===== src/rtl/cnn_frame_sequencer.sv =====
// Frame sequencer for the CNN datapath: streams one stored image from the pixel ROM
// over a valid/ready handshake, then waits (with timeout) for the class result.
module cnn_frame_sequencer #(
    parameter int IX      = 28,
    parameter int IY      = 28,
    parameter int I_F_BW  = 8,
    parameter int NUM_IMG = 16,
    parameter int ADDR_BW = 14,
    parameter int SEL_BW  = 4,
    parameter int TIMEOUT = 4096
) (
    input  logic               clk,
    input  logic               reset,
    input  logic               i_start,
    input  logic [SEL_BW-1:0]  i_img_sel,
    output logic [ADDR_BW-1:0] o_mem_addr,
    input  logic [I_F_BW-1:0]  i_mem_data,
    output logic               o_pix_valid,
    output logic [I_F_BW-1:0]  o_pix_data,
    input  logic               i_pix_ready,
    input  logic               i_res_valid,
    input  logic [1:0]         i_res_class,
    output logic               o_busy,
    output logic               o_done,
    output logic               o_timeout,
    output logic               o_sel_err,
    output logic [2:0]         o_led
);

    localparam int PIX_N  = IX * IY;
    localparam int PIX_BW = (PIX_N > 1) ? $clog2(PIX_N) : 1;
    localparam int CNT_BW = $clog2(TIMEOUT + 1);

    localparam logic [PIX_BW-1:0] PIX_LAST  = PIX_BW'(PIX_N - 1);
    localparam logic [CNT_BW-1:0] CNT_LAST  = CNT_BW'(TIMEOUT - 1);
    localparam logic [SEL_BW:0]   NUM_IMG_W = (SEL_BW + 1)'(NUM_IMG);

    typedef enum logic [2:0] {
        IDLE,
        FETCH,
        LOAD,
        SEND,
        WAIT_RES,
        DONE
    } state_t;

    state_t             state;
    logic [PIX_BW-1:0]  pix_idx;
    logic [CNT_BW-1:0]  wait_cnt;
    logic               sel_ok;
    logic [ADDR_BW-1:0] base_addr;

    // Extra leading zero keeps the compare valid when NUM_IMG equals 2**SEL_BW.
    assign sel_ok    = {1'b0, i_img_sel} < NUM_IMG_W;
    assign base_addr = ADDR_BW'(i_img_sel) * ADDR_BW'(PIX_N);

    always_ff @(posedge clk) begin
        if (reset) begin
            state       <= IDLE;
            pix_idx     <= '0;
            wait_cnt    <= '0;
            o_mem_addr  <= '0;
            o_pix_valid <= 1'b0;
            o_pix_data  <= '0;
            o_busy      <= 1'b0;
            o_done      <= 1'b0;
            o_timeout   <= 1'b0;
            o_sel_err   <= 1'b0;
            o_led       <= 3'b000;
        end else begin
            o_done    <= 1'b0;
            o_sel_err <= 1'b0;
            case (state)
                IDLE: begin
                    if (i_start) begin
                        if (sel_ok) begin
                            state      <= FETCH;
                            o_busy     <= 1'b1;
                            o_mem_addr <= base_addr;
                            pix_idx    <= '0;
                            o_timeout  <= 1'b0;
                        end else begin
                            o_sel_err <= 1'b1;
                        end
                    end
                end
                FETCH: begin
                    state <= LOAD;
                end
                LOAD: begin
                    o_pix_data  <= i_mem_data;
                    o_pix_valid <= 1'b1;
                    state       <= SEND;
                end
                SEND: begin
                    if (i_pix_ready) begin
                        o_pix_valid <= 1'b0;
                        if (pix_idx == PIX_LAST) begin
                            state    <= WAIT_RES;
                            wait_cnt <= '0;
                        end else begin
                            pix_idx    <= pix_idx + 1'b1;
                            o_mem_addr <= o_mem_addr + 1'b1;
                            state      <= FETCH;
                        end
                    end
                end
                WAIT_RES: begin
                    // A result arriving on the final counter cycle still wins over the timeout.
                    if (i_res_valid) begin
                        case (i_res_class)
                            2'd0:    o_led <= 3'b001;
                            2'd1:    o_led <= 3'b010;
                            2'd2:    o_led <= 3'b100;
                            default: o_led <= 3'b111;
                        endcase
                        o_done <= 1'b1;
                        state  <= DONE;
                    end else if (wait_cnt == CNT_LAST) begin
                        o_timeout <= 1'b1;
                        o_led     <= 3'b000;
                        o_busy    <= 1'b0;
                        state     <= IDLE;
                    end else begin
                        wait_cnt <= wait_cnt + 1'b1;
                    end
                end
                DONE: begin
                    o_busy <= 1'b0;
                    state  <= IDLE;
                end
                default: begin
                    o_busy <= 1'b0;
                    state  <= IDLE;
                end
            endcase
        end
    end

endmodule

===== config.mk =====
export PLATFORM = sky130hd
export DESIGN_NAME = cnn_frame_sequencer
export DESIGN_NICKNAME = d
export VERILOG_FILES = /design/src/rtl/cnn_frame_sequencer.sv
export SDC_FILE = /design/constraint.sdc
export NUM_CORES = 1
export LEC_CHECK = 0
export ABC_AREA = 1
export CORE_MARGIN = 8
export CORE_UTILIZATION = 40
export CTS_CLUSTER_SIZE = 28
export DETAILED_ROUTE_END_ITERATION = 10
export GPL_TIMING_DRIVEN = 0
export SLEW_MARGIN = 20
export SYNTH_ARGS = -nofsm -noshare
export SYNTH_HDL_FRONTEND = slang
export SYNTH_SLANG_ARGS = --single-unit

===== constraint.sdc =====
create_clock -name clk -period 2.59 [get_ports clk]
set_input_delay 0.6475 -clock clk [delete_from_list [all_inputs] [get_ports clk]]
set_output_delay 0.6475 -clock clk [all_outputs]
set_load 0.02 [all_outputs]

==> results of run 1 <==
## power by group
group	internal, uW	total (uW)	switching [uW]	leakage [uW]
Sequential	966	1090	125	0.000447
Combinational	423	1030	610	0.00102
Clock	211	494	283	0.0000470
Total	1600	2620	1020	0.00151
## cell usage in the layout, fill, tap and decap left out, drive strengths merged
cell / instances
dfxtp: 55
nor3: 10
buf: 12
o21ai: 32
xor2: 9
o21bai: 5
a21oi: 39
clkdlybuf4s50: 46
inv: 42
ha: 13
clkinv: 1
xnor2: 2
nand3: 30
nand2: 131
nand4: 8
conb: 1
a21o: 1
o211ai: 1
nor2: 76
nand3b: 1
or2: 4
a31oi: 3
clkbuf: 12
nor3b: 2
## per-stage QoR
step	hold slack [ns]	worst slack (ns)	cells	utilization	total power, uW
global route	0.496	0.0841	641	0.489	2800
finish	0.456	0.231	641	0.489	2620
CTS	0.465	0.240	641	0.489	2650
floorplan	0.443	0.591	483	-	1730
detailed placement	0.450	-0.109	634	0.478	2150
global placement	0.443	-0.0747	634	0.478	2140
## path summary, 6_finish.rpt
| kind | from | end | slack, ns | cells past startpoint |
|---|---|---|---|---|
| max | i_img_sel[2] | o_mem_addr[13] | 0.23 | 13 |
| min | o_timeout | o_timeout | 0.46 | 2 |
| max reg2reg | pix_idx[0] | wait_cnt[8] | 0.78 | 9 |
| min reg2reg | o_timeout | o_timeout | 0.46 | 2 |
## sequential cells by signal (all words and copies together), names as in the netlist
| register | cells |
|---|---|
| pix_idx | 10 |
| o_pix_data | 8 |
| o_timeout | 1 |
| state | 3 |
| o_pix_valid | 1 |
| wait_cnt | 13 |
| o_done | 1 |
| o_mem_addr | 14 |
| o_busy | 1 |
| o_led | 3 |
## kinds of logic (layout without fill, tap and decap cells)
group	Yosys count	after routing	synth area share
xor+xnor	11	11	0.0298
flops	55	55	0.340
buf+inv	60	113	0.0839
other cells	1	1	0.00116
fa+ha+maj	13	13	0.0503
simple gates	262	262	0.361
compound gates	81	81	0.133
## critical path: stages
cell,delay (ns)
clkdlybuf4s50_1,0.52
inv_1,0.09
ha_1,0.28
inv_1,0.04
ha_1,0.19
ha_1,0.30
nand3_1,0.09
nand2_1,0.06
a21oi_1,0.12
o21ai_0,0.09
nand2_1,0.07
nor2_1,0.04
nor2_1,0.09
## final cells by class
| cell class | count | area share |
|---|---|---|
| Multi-Input combinational cell | 368 | 0.476 |
| Buffer | 18 | 0.0291 |
| Clock inverter | 1 | 0.00128 |
| Timing Repair Buffer | 46 | 0.118 |
| Sequential cell | 55 | 0.281 |
| Inverter | 42 | 0.0403 |
| Clock buffer | 6 | 0.0211 |
| Tap cell | 105 | 0.0336 |
## routing by layer
metal / track usage / share of wire / vias to the layer above
met4: 0.0412 / 0.011 / 0
met3: 0.0430 / 0.064 / 6
met5: 0 / 0 / -
met2: 0.251 / 0.45 / 66
li1: - / - / 1662
met1: 0.194 / 0.48 / 1436
==> run_results.csv, run 1 <==
group,metric,value,unit
sta,setup-violations-final,0,
cts,ctsResizeCount,0,
synth,yosysSeqAreaShare,0.340,
synth,yosys-top-cells-area,"dfxtp_1 34%, nand2_1 15%, nor2_1 8.0%",
floorplanning,die_x,106,um
layout,fin_area,3910,um2
layout,seq_area,1100,um2
detailed_routing,wl_per_cell,13.2,um
synth,synth_top_area_cell,"dfxtp_1",
synth,synth_top_area_frac,0.340,
sta,fin_setup_tns,0,ns
floorplanning,dieHeight,106,um
critical_path,path_class,"primary input to flip-flop",
power,p_leak,0.00151,uW
global_routing,grt_max_degree,16,
global_routing,grt_usage,0.154,
detailed_routing,drt_first_pass_iters,4,
job,max_cap_viol_count,0,
synth,synth_flop_cell,"dfxtp_1",
cts,cts_tree,"yes",
sta,tightest_slew,0.565,ns
cts,cts_made_buffers,5,
floorplanning,row_count,33,
critical_path,cp_max_fo,3,
layout,nets,568,
synth,synth_edf_count,0,
sta,drv_slew,0,
layout,multi_input_area,1860,um2
cts,cts-root-buf,"clkbuf_8",
global_routing,antenna_found_initial,0,
synth,syn_area,3230,um2
sta,min_period_over_period,0.911,
synth,yosysWarnings,0,
layout,area_growth,21.0,%
floorplanning,io_pins,49,
synth,synth.distinct_cells,36,
critical_path,worstSetupStartpointType,"primary input",
sta,slew_headroom,0.623,
global_routing,grt_pass1_wl,14500,um
synth,synth_common_cells,"126 x nand2_1, 69 x nor2_1, 55 x dfxtp_1, 39 x inv_1, 38 x a21oi_1",
min_path,min_path_type,"flip-flop to flip-flop",
cts,clkSlewWorstSetupHoldPaths,0.10,ns
cts,clkLatencyLatePin,0.31,ns
global_routing,grt_overflow_total,0,
sta,skew,0.0100,ns
placement,dp.final_hpwl,6310,um
critical_path,cp-end-kind,"flip-flop",
sta,period_needed,2.36,ns
floorplanning,coreArea,8010,um2
sta,hold_viol_final,0,
sta,max_freq,424,MHz
detailed_routing,antenna_left,0,
critical_path,cp.required,2.85,ns
power,power.density,669,nW/um2
cts,postCtsSetupBuffers,0,
outcome,status,"completed",
floorplanning,start_util,0.404,
power,ir_drop,356,uV
cts,cts_buffer_depth,2,
synth,async_reset_ff_frac,0,
placement,dpl_cell_area,3830,um2
sta,rsz0062_at_grt,"false",
placement,io_buffer_count,46,
layout,fillers,839,
global_routing,first_global_vias,3048,
synth,netlist_instances,483,
layout,drive_above_1_share,0.0784,
cts,htreeDepth,2,
detailed_routing,drt_wl_total,8440,um
floorplanning,die-area,11200,um2
synth,syn_nets,515,
detailed_routing,drt_iter0_markers,98,
detailed_routing,vias_per_cell,4.95,
layout,num_antenna_cells,0,
cts,clock_sinks,55,
synth,ys_ff_latch,55,
synth,avgSynthCellArea,6.70,um2
cts,cts_hold_buf,0,
critical_path,arrival,2.62,ns
detailed_routing,drc,0,
synth,synth_most_common_cell,"nand2_1",
placement,gp_congestion,0.841,
detailed_routing,route.vias.total,3170,
No activity file was read; power rests on OpenSTA's default activity.
==> inputs of run 2 (changes only) <==
--- a/config.mk
+++ b/config.mk
@@ -8,6 +8,7 @@
 export ABC_AREA = 1
 export CORE_MARGIN = 8
 export CORE_UTILIZATION = 40
+export CTS_CLUSTER_DIAMETER = 80
 export CTS_CLUSTER_SIZE = 28
 export DETAILED_ROUTE_END_ITERATION = 10
 export GPL_TIMING_DRIVEN = 0
==> results of run 2 <==
No change in the layout: final DEF, timing and power equal those of run 1.
